### config.mk
export PLATFORM = sky130hd
export DESIGN_NAME = tt_rr_pin_arbiter
export DESIGN_NICKNAME = d
export VERILOG_FILES = /design/src/rtl/tt_arb_pkg.sv /design/src/rtl/tt_rr_pin_arbiter_rr_pick.sv /design/src/rtl/tt_rr_pin_arbiter.sv
export SDC_FILE = /design/constraint.sdc
export NUM_CORES = 1
export LEC_CHECK = 0
export ABC_AREA = 1
export CAP_MARGIN = 20
export CORE_AREA = 5 5 61 63
export CTS_CLUSTER_DIAMETER = 50
export CTS_CLUSTER_SIZE = 10
export DETAILED_ROUTE_END_ITERATION = 7
export DIE_AREA = 0 0 66 68
export GPL_TIMING_DRIVEN = 0
export PLACE_DENSITY = 0.84
export SLEW_MARGIN = 25
export SYNTH_ARGS = -nofsm -noshare
export SYNTH_HDL_FRONTEND = slang
export SYNTH_SLANG_ARGS = --single-unit
### constraint.sdc
create_clock -name clk -period 3.29 [get_ports clk]
set_input_delay 0.4935 -clock clk [delete_from_list [all_inputs] [get_ports clk]]
set_output_delay 0.4935 -clock clk [all_outputs]
set_load 0.05 [all_outputs]
### src/rtl/tt_arb_pkg.sv
// Shared types and helpers for the round-robin lane arbiter.
package tt_arb_pkg;

  typedef enum logic [1:0] {
    IDLE,
    GRANT,
    RELEASE
  } arb_state_e;

  // $clog2 that never returns 0, so single-entry fields still get one bit.
  function automatic int unsigned clog2_min1(input int unsigned n);
    return (n <= 1) ? 1 : $clog2(n);
  endfunction

endpackage

### src/rtl/tt_rr_pin_arbiter_rr_pick.sv
// Circular first-one search starting at ptr; purely combinational.
module rr_pick #(
  parameter int unsigned N_REQ = 4,
  parameter int unsigned IDX_W = 2
) (
  input  logic [N_REQ-1:0] req_i,
  input  logic [IDX_W-1:0] ptr_i,
  output logic             found_o,
  output logic [IDX_W-1:0] idx_o
);

  logic [2*N_REQ-1:0] masked;

  // Lower copy has bits below ptr masked off, so the lowest set bit of the
  // doubled vector is the first requester at or after ptr, wrapping around.
  always_comb begin
    masked = {req_i, req_i};
    for (int i = 0; i < int'(N_REQ); i++) begin
      if (i < int'(ptr_i)) masked[i] = 1'b0;
    end
    found_o = 1'b0;
    idx_o   = '0;
    for (int i = 2 * int'(N_REQ) - 1; i >= 0; i--) begin
      if (masked[i]) begin
        found_o = 1'b1;
        idx_o   = IDX_W'((i >= int'(N_REQ)) ? i - int'(N_REQ) : i);
      end
    end
  end

endmodule

### src/rtl/tt_rr_pin_arbiter.sv
// Round-robin arbiter sharing one registered output lane between N_REQ
// requesters, with a per-grant hold limit that force-releases hogs.
module tt_rr_pin_arbiter
  import tt_arb_pkg::*;
#(
  parameter int unsigned N_REQ    = 4,
  parameter int unsigned DATA_W   = 8,
  parameter int unsigned MAX_HOLD = 16
) (
  input  logic                          clk,
  input  logic                          rst,
  input  logic [N_REQ-1:0]              req,
  input  logic [N_REQ*DATA_W-1:0]       req_data,
  output logic [N_REQ-1:0]              gnt,
  output logic [DATA_W-1:0]             out_data,
  output logic                          out_valid,
  output logic [clog2_min1(N_REQ)-1:0]  owner,
  output logic                          timeout_pulse
);

  localparam int unsigned OwnerW  = clog2_min1(N_REQ);
  localparam int unsigned HoldW   = clog2_min1(MAX_HOLD + 1);
  localparam int unsigned HoldLim = (MAX_HOLD == 0) ? 0 : MAX_HOLD - 1;

  arb_state_e          state_q, state_d;
  logic [N_REQ-1:0]    gnt_q, gnt_d;
  logic [DATA_W-1:0]   out_data_q, out_data_d;
  logic                out_valid_q, out_valid_d;
  logic [OwnerW-1:0]   owner_q, owner_d;
  logic [OwnerW-1:0]   ptr_q, ptr_d;
  logic [HoldW-1:0]    hold_cnt_q, hold_cnt_d;
  logic                timeout_q, timeout_d;

  logic                pick_found;
  logic [OwnerW-1:0]   pick_idx;
  logic                owner_req;
  logic [DATA_W-1:0]   owner_data;
  logic                limit_hit;
  logic [OwnerW-1:0]   ptr_next;

  rr_pick #(
    .N_REQ (N_REQ),
    .IDX_W (OwnerW)
  ) u_pick (
    .req_i   (req),
    .ptr_i   (ptr_q),
    .found_o (pick_found),
    .idx_o   (pick_idx)
  );

  assign owner_req  = req[owner_q];
  assign owner_data = req_data[owner_q*DATA_W +: DATA_W];
  assign limit_hit  = (MAX_HOLD != 0) && (hold_cnt_q == HoldW'(HoldLim));
  assign ptr_next   = (owner_q == OwnerW'(N_REQ - 1)) ? '0 : owner_q + 1'b1;

  // Next-state: arbitration in IDLE, hold tracking in GRANT, one-cycle gap in RELEASE.
  always_comb begin
    state_d     = state_q;
    gnt_d       = gnt_q;
    out_data_d  = '0;
    out_valid_d = 1'b0;
    owner_d     = owner_q;
    ptr_d       = ptr_q;
    hold_cnt_d  = hold_cnt_q;
    timeout_d   = 1'b0;
    unique case (state_q)
      IDLE: begin
        gnt_d = '0;
        if (pick_found) begin
          state_d    = GRANT;
          gnt_d      = N_REQ'(1) << pick_idx;
          owner_d    = pick_idx;
          hold_cnt_d = '0;
        end
      end
      GRANT: begin
        // Saturate so the counter can never wrap when the limit is disabled.
        if (hold_cnt_q != {HoldW{1'b1}}) hold_cnt_d = hold_cnt_q + 1'b1;
        if (!owner_req) begin
          state_d = RELEASE;
          gnt_d   = '0;
        end else if (limit_hit) begin
          state_d   = RELEASE;
          gnt_d     = '0;
          timeout_d = 1'b1;
        end else begin
          out_data_d  = owner_data;
          out_valid_d = 1'b1;
        end
      end
      RELEASE: begin
        gnt_d   = '0;
        ptr_d   = ptr_next;
        state_d = IDLE;
      end
      default: begin
        state_d = IDLE;
        gnt_d   = '0;
      end
    endcase
  end

  // State and output registers with synchronous reset.
  always_ff @(posedge clk) begin
    if (rst) begin
      state_q     <= IDLE;
      gnt_q       <= '0;
      out_data_q  <= '0;
      out_valid_q <= 1'b0;
      owner_q     <= '0;
      ptr_q       <= '0;
      hold_cnt_q  <= '0;
      timeout_q   <= 1'b0;
    end else begin
      state_q     <= state_d;
      gnt_q       <= gnt_d;
      out_data_q  <= out_data_d;
      out_valid_q <= out_valid_d;
      owner_q     <= owner_d;
      ptr_q       <= ptr_d;
      hold_cnt_q  <= hold_cnt_d;
      timeout_q   <= timeout_d;
    end
  end

  assign gnt           = gnt_q;
  assign out_data      = out_data_q;
  assign out_valid     = out_valid_q;
  assign owner         = owner_q;
  assign timeout_pulse = timeout_q;

endmodule

* Word-level counts from Yosys, hierarchy flattened
Index checks and enable logic that the tools add are counted.
** Cells by class
- Mux-type cells :: 33
- Reductions and logical operators :: 7
- Equality and inequality tests :: 8
- $add $sub $neg :: 2
- Magnitude comparators :: 4
- Shift operators :: 2
- Bitwise gates (word level) :: 2
** Operators with widths (number)
- $shiftx 32x6->8 :: 1
- $mux 2 :: 11
- $mux 1 :: 13
- $mux 4 :: 3
- $mux 5 :: 2
- $pmux 5 s2 :: 1
- $pmux 4 s2 :: 1
- $add 5x1->5 const B :: 1
- $eq 5x4->1 const B :: 1
- $ne 5x5->1 const B :: 1
- $eq 2x2->1 const B :: 2
- $lt 1x2->1 const A :: 2
- $ne 2x2->1 const B :: 2
- $pmux 2 s2 :: 1
- $reduce_and 2->1 :: 2
- $reduce_or 4->1 :: 1
- $shl 1x2->4 const A :: 1
- $lt 2x3->1 const B :: 1
- $ne 3x3->1 const B :: 1
- $reduce_and 3->1 :: 1
- $reduce_or 3->1 :: 1
- $add 2x1->2 const B :: 1
- $bmux 1 s2 :: 1
- $eq 2x1->1 const B :: 1
- 4 further kinds :: 5
** Storage, ports and cells
- Output and inout port bits :: 16
- Bits of input ports :: 38
- Bits in registers :: 25
- Word-level logic and storage cells :: 66

* Depth between registers and ports, before layout
Gate-level depths: netlist of the first run.
- Word-level depth :: 10
- Mapped depth :: 10
- Mapped depth without buffers :: 10

* Hierarchy
Synthesis of the first run repeated with hierarchy kept, for this count alone.
** Unflattened totals
- Cells, all modules :: 199
- Area, all modules :: 1347.5 um2
** Modules (own cells, without submodules)
- tt_rr_pin_arbiter :: times used 1, cells each 180, area each 1261.2 um2, sequential area each 500.5 um2
- rr_pick :: times used 1, cells each 19, area each 86.3 um2, sequential area each 0.0 um2

* Worst setup path before layout of the first run
OpenSTA, ideal clock, no wires.
- Path type :: register to register
- Start point :: register owner_q[1], in the netlist owner[1]
- End point :: register out_data_q[6], in the netlist out_data[6]
- Stages on the path, launching flop included :: 7
- Setup time :: 0.066 ns
- Arrival :: 1.488 ns
- Clock period less this slack :: 1.554 ns
- Path buffers :: 0
- Path slack :: 1.736 ns
- Data required time :: 3.224 ns
- Path through :: dfxtp_1 > inv_1 > nand3_1 > nand3_4 > nor2_8 > inv_4 > a21oi_2
** On the way
- Cells in the longest elaborated chain, start to end :: 4
- Elaborated cells between the ends (all ways) :: 5
- Those cells by class :: shift (1); mux (2); bitwise (1); reduce/logical (1)
** RTL lines
- start: declaration :: line tt_rr_pin_arbiter.sv:29 : logic [OwnerW-1:0] owner_q, owner_d;
- start signal: assignment :: line tt_rr_pin_arbiter.sv:119 : owner_q <= owner_d;
- parallel branches: the longest is 4 deep, another holds $shiftx 32x6->8
- end signal: assignment :: line tt_rr_pin_arbiter.sv:117 : out_data_q <= out_data_d;
- end: declaration :: line tt_rr_pin_arbiter.sv:27 : logic [DATA_W-1:0] out_data_q, out_data_d;
Parallel ways; which one is timed is not known. The select of a mux whose other input is x is not followed.
A chain may end at the register's enable or synchronous reset.

* Worst setup path after layout of the first run
- Start point :: register owner_q[0], in the netlist owner[0]
- End point :: output owner[0]
** RTL lines
- end: declaration :: line tt_rr_pin_arbiter.sv:17 : output logic [clog2_min1(N_REQ)-1:0] owner,
No word-level cell between the ends.

==> flow_metrics.py, run 1 <==
metrics = {
    "outcome": {
        "status": "finished clean",
    },
    "placed_design": {
        "routabilityCongestion": 0.817,
        "portBuffers": 53,
        "hpwl_mm": 2.66,
        "place_area_um2": 1930,
    },
    "timing": {
        "rsz0062_at_grt": "no",
        "relSlewSlack": 0.653,
        "slew_viol_final": 0,
        "setup_viol": 0,
        "final.period_utilization": 0.653,
        "period_needed_ns": 2.15,
        "tightest_slew_ns": 0.519,
        "hold_viol_final": 0,
        "fmax_mhz": 466,
        "finalSetupTns_ns": 0,
        "finClkSkew_ns": 0.0119,
    },
    "critical_path": {
        "reg2reg_from": "hold_cnt_q[0]",
        "crit_start": "owner[0]",
        "r2r_cells": 9,
        "worstPathRequired_ns": 2.80,
        "ff2ff_setup_slack_ns": 1.63,
        "crit_chain": "clkdlybuf4s50_1",
        "path_class": "flop to output pin",
        "end_kind": "output pin",
        "crit_path_start_kind": "flop",
        "worst_path_max_delay_cell": "clkdlybuf4s50_1",
        "slowest_delay_ns": 0.86,
        "crit_arrival_ns": 1.65,
        "path_delay_family": "buffers and inverters",
        "cp_max_fo": 5,
        "cp_num_buf_inv": 1,
        "r2r-end": "out_data[1]",
    },
    "synthesis": {
        "yosys.area.top_type": "dfxtp_1",
        "synth-seq-cells": 25,
        "yosys-top-cells-area": "dfxtp_1 (37%), nor2_1 (14%), nand2_1 (10%), o21ai_0 (8.6%), inv_1 (5.3%)",
        "ys_warn_count": 0,
        "synth_nets": 238,
        "synthesis.area_um2": 1340,
        "synth-simple-area-share": 0.334,
        "syn_area_per_cell_um2": 6.83,
        "synth_top_family_by_area": "simple AND/OR/NAND/NOR gates",
        "yosys.area.top_type_share": 0.374,
        "synth_compound_gate_area_share": 0.176,
        "syn_inst": 196,
        "ys_seq_area_frac": 0.374,
        "synth_fa_ha_area_frac": 0.0374,
        "synth_xor_area_frac": 0,
        "synth_cell_types": 25,
        "synth_mux_area_frac": 0,
    },
    "clock_tree": {
        "holdBufCountCts": 0,
        "cts-resized-gates": 0,
        "cts.reportedPaths.clkPinSlew_ns": 0.15,
        "cts_root_buf": "clkbuf_4",
        "numCtsBuffers": 3,
        "cts_setup_buffers": 0,
        "cts_tree": "built",
        "htree_levels": 1,
        "clock_tree.buffer_depth": 2,
        "insertion_delay_ns": 0.34,
        "clock_sinks": 25,
    },
    "min_path": {
        "hold_end": "gnt[1]",
        "hold_depth": 2,
        "hp-class": "flop to flop",
        "min_from": "gnt[1]",
    },
    "floorplan": {
        "io-pin-count": 54,
        "rows": 21,
        "fp.dieW_um": 66,
        "coreArea_um2": 3180,
        "die-area_um2": 4490,
        "die_y_um": 68,
        "floorplan.initialDensity": 0.421,
    },
    "layout": {
        "fin_nets": 296,
        "final_layout_size_suffix_gt1_frac": 0.0949,
        "final_common_cell": "clkdlybuf4s50_1",
        "design_area_um2": 1960,
        "syn2layout_area_growth_pct": 46.2,
        "layout_common_cells": "clkdlybuf4s50_1 (53), nor2_1 (51), nand2_1 (37)",
        "antennaDiodeCount": 0,
    },
    "power": {
        "power_density_nw_per_um2": 420,
        "p_leak_nw": 0.853,
        "peakVddDrop_uv": 197,
    },
    "routing": {
        "drt-initial-drc-count": 57,
        "wl_per_cell_um": 11.3,
        "drc": 0,
        "vias": 1388,
        "first_pass_iters": 4,
        "viasPerCell": 4.64,
        "wl_mm": 3.37,
        "ant_nets": 0,
    },
    "global_route": {
        "overflow": 0,
        "antenna_found_initial": 0,
        "track_usage": 0.152,
        "grt_pass1_wl_mm": 5.34,
        "first_global_vias": 1249,
        "grt_max_degree": 16,
    },
    "job": {
        "drv_cap": 0,
    },
}
layer usage:
layer / track usage / routed length [um]
met4: 0.0482 / 31
met3: 0.0378 / 334
met2: 0.280 / 1560
met5: 0 / 0
met1: 0.173 / 1440
cells in the mapped netlist, drive strengths merged:
| master | n |
|---|---|
| nand2 | 40 |
| dfxtp | 25 |
| inv | 21 |
| or2 | 1 |
| o22ai | 2 |
| clkbuf | 1 |
| o21ai | 23 |
| buf | 3 |
| a21oi | 12 |
| nor3 | 1 |
| o211a | 1 |
| nor2 | 53 |
| nand3 | 7 |
| ha | 4 |
| nor3b | 1 |
| a21o | 1 |
layout make-up:
class,instances,area (um2)
clock buffers,3,22.5
flip-flops and latches,25,500
inverters,21,81.3
plain buffers,4,25.0
multi-input cells,146,732
repair buffers,53,531
clock inverters,1,7.51
well taps,46,57.6
fillers,291,1220
through the flow:
step                std cells  total power [mW]  worst slack, ns  hold slack (ns)  utilization
detailed placement        295             0.684             1.36            0.448        0.606
global route              299             0.882             1.07            0.483        0.616
CTS                       299             0.831             1.14            0.471        0.616
finish                    299             0.822             1.14            0.464        0.616
floorplan                 196             0.569             1.74            0.467            -
global placement          295             0.678             1.39            0.440        0.606
worst max path at each step:
stage	end	slack, ns	cells past startpoint
2_1_floorplan	out_data[6]	1.74	6
3_3_place_gp	hold_cnt_q[2]	1.39	8
3_5_place_dp	hold_cnt_q[2]	1.36	8
4_1_cts	owner[0]	1.14	1
5_1_grt	owner[0]	1.07	1
6_report	owner[0]	1.14	1
power breakdown:
group	switching [mW]	internal, mW	total, mW	leakage (nW)
logic	0.203	0.129	0.332	0.635
clock network	0.0997	0.0466	0.146	0.0139
registers	0.0165	0.328	0.344	0.204
total	0.319	0.503	0.822	0.853
logic make-up after synthesis:
group / Yosys count
compound gates: 39
buf+inv: 25
simple gates: 103
fa+ha+maj: 4
flops: 25
state kept, by name (all words and copies together), names as in the netlist:
signal,cells
gnt,4
hold_cnt_q,5
out_data,8
out_valid,1
owner,2
ptr_q,2
state_q,2
timeout_pulse,1
Power figures use the tool's default switching activity.
==> inputs of run 2 (changes only) <==
--- a/config.mk
+++ b/config.mk
@@ -7,13 +7,13 @@
 export LEC_CHECK = 0
 export ABC_AREA = 1
 export CAP_MARGIN = 20
-export CORE_AREA = 5 5 61 63
+export CORE_AREA = 5 5 62 64
 export CTS_CLUSTER_DIAMETER = 50
 export CTS_CLUSTER_SIZE = 10
 export DETAILED_ROUTE_END_ITERATION = 7
-export DIE_AREA = 0 0 66 68
+export DIE_AREA = 0 0 67 69
 export GPL_TIMING_DRIVEN = 0
-export PLACE_DENSITY = 0.84
+export PLACE_DENSITY = 0.81
 export SLEW_MARGIN = 25
 export SYNTH_ARGS = -nofsm -noshare
 export SYNTH_HDL_FRONTEND = slang
==> constraint.sdc (replaced) <==
create_clock -name clk -period 2.1 [get_ports clk]
set_input_delay 0.315 -clock clk [delete_from_list [all_inputs] [get_ports clk]]
set_output_delay 0.315 -clock clk [all_outputs]
set_load 0.05 [all_outputs]
==> run 2 against run 1 <==
  * Final cell count is the same
  * Count of clock-buffer cells in the layout unchanged
  * Cell area is the same
  * Sequential share of layout area stayed put
  * Flip-flop and latch count unchanged
  * Combinational power grew 58%
  * Non-clock buffer count did not move
  * Sequential power is 57% higher
  * First-iteration DRC count increased by 25%
  * Global-route usage rose by 0.40 points
  * Wire length rose by 6.2%
  * Critical path type unchanged
  * Highest routed layer unchanged
==> flow_metrics.py, run 2 (synthesis results as in run 1) <==
metrics = {
    "clock_tree": {
        "clock_sinks": 25,
        "clock_tree.buffer_depth": 2,
        "cts.reportedPaths.clkPinSlew_ns": 0.15,
        "cts_root_buf": "clkbuf_4",
        "cts_tree": "built",
        "insertion_delay_ns": 0.34,
        "htree_levels": 1,
        "cts-resized-gates": 0,
        "cts_setup_buffers": 0,
        "holdBufCountCts": 0,
        "numCtsBuffers": 3,
    },
    "critical_path": {
        "cp_num_buf_inv": 1,
        "path_class": "flop to output pin",
        "crit_chain": "clkdlybuf4s50_1",
        "worstPathRequired_ns": 1.78,
        "ff2ff_setup_slack_ns": 0.46,
        "crit_arrival_ns": 1.66,
        "end_kind": "output pin",
        "path_delay_family": "buffers and inverters",
        "crit_path_start_kind": "flop",
        "slowest_delay_ns": 0.86,
        "cp_max_fo": 5,
        "worst_path_max_delay_cell": "clkdlybuf4s50_1",
    },
    "routing": {
        "ant_nets": 0,
        "wl_met3_um": 357,
        "wl_per_cell_um": 11.9,
        "drc": 0,
        "first_pass_iters": 4,
        "wl_met2_mm": 1.58,
        "drt-initial-drc-count": 71,
        "vias": 1406,
        "viasPerCell": 4.70,
        "topRoutingLayerUsed": "met4",
        "wl_mm": 3.57,
        "met1_length_mm": 1.57,
    },
    "floorplan": {
        "floorplan.initialDensity": 0.414,
        "io-pin-count": 54,
        "rows": 21,
        "fp.dieW_um": 67,
        "die-area_um2": 4620,
        "coreArea_um2": 3230,
        "die_y_um": 69,
    },
    "timing": {
        "fmax_mhz": 505,
        "rsz0062_at_grt": "no",
        "tightest_slew_ns": 0.538,
        "setup_viol": 0,
        "final.period_utilization": 0.943,
        "hold_viol_final": 0,
        "finClkSkew_ns": 0.00410,
        "setup_ws_ns": 0.120,
        "period_needed_ns": 1.98,
        "finalSetupTns_ns": 0,
        "relSlewSlack": 0.640,
        "slew_viol_final": 0,
    },
    "layout": {
        "final_layout_size_suffix_gt1_frac": 0.0949,
        "syn2layout_area_growth_pct": 46.2,
        "final_common_cell": "clkdlybuf4s50_1",
        "fin_nets": 296,
        "largest_reg_flops": 8,
        "fill_cells": 296,
        "layout_common_cells": "clkdlybuf4s50_1 (53), nor2_1 (51), nand2_1 (37)",
        "antennaDiodeCount": 0,
        "design_area_um2": 1960,
    },
    "placed_design": {
        "pre_cts_ws_ns": 0.337,
        "routabilityCongestion": 0.788,
        "hpwl_mm": 2.76,
        "portBuffers": 53,
        "place_area_um2": 1930,
    },
    "power": {
        "total_power_mw": 1.30,
        "peakVddDrop_uv": 314,
        "power_density_nw_per_um2": 663,
        "p_leak_nw": 0.853,
    },
    "global_route": {
        "overflow": 0,
        "first_global_vias": 1314,
        "track_usage": 0.156,
        "grt_pass1_wl_mm": 5.71,
        "grt_max_degree": 16,
        "antenna_found_initial": 0,
    },
    "min_path": {
        "hp-class": "flop to flop",
    },
    "job": {
        "drv_cap": 0,
    },
    "outcome": {
        "status": "finished clean",
    },
}
run 2: cell counts in the layout (fill, tap and decap cells not counted):
No cell type changed its count.
run 2: metrics by stage:
step                      utilization  instances  hold WS (ns)
after floorplan                     -        196         0.384
after global placement          0.596        295         0.441
after detailed placement        0.596        295         0.446
after CTS                       0.605        299         0.469
after global routing            0.605        299         0.490
final                           0.605        299         0.463
run 2: where the power goes:
group / leakage [nW] / internal [mW] / switching (mW)
clock network: 0.0139 / 0.0733 / 0.160
registers: 0.204 / 0.514 / 0.0254
logic: 0.635 / 0.202 / 0.323
total: 0.853 / 0.789 / 0.509
run 2: per-layer routing:
layer / track usage / vias to the layer above
met4: 0.0608 / 0
met5: 0 / -
met2: 0.263 / 46
met1: 0.186 / 619
li1: - / 734
met3: 0.0390 / 7
run 2: layout make-up:
class | instances | area (um2) | area share
Buffer | 4 | 25.0 | 0.0128
Clock buffer | 3 | 22.5 | 0.0115
Clock inverter | 1 | 7.51 | 0.00384
Inverter | 21 | 81.3 | 0.0416
Multi-Input combinational cell | 146 | 732 | 0.374
Sequential cell | 25 | 500 | 0.256
Tap cell | 46 | 57.6 | 0.0294
Timing Repair Buffer | 53 | 531 | 0.271
run 2: path summary, 6_finish.rpt:
| path | start | endpoint | cells after the start |
|---|---|---|---|
| worst min register to register | gnt[1] | gnt[1] | 2 |
| worst max register to register | hold_cnt_q[0] | out_data[2] | 9 |
| worst min-delay path | gnt[1] | gnt[1] | 2 |
| worst max-delay path | owner[0] | owner[0] | 1 |
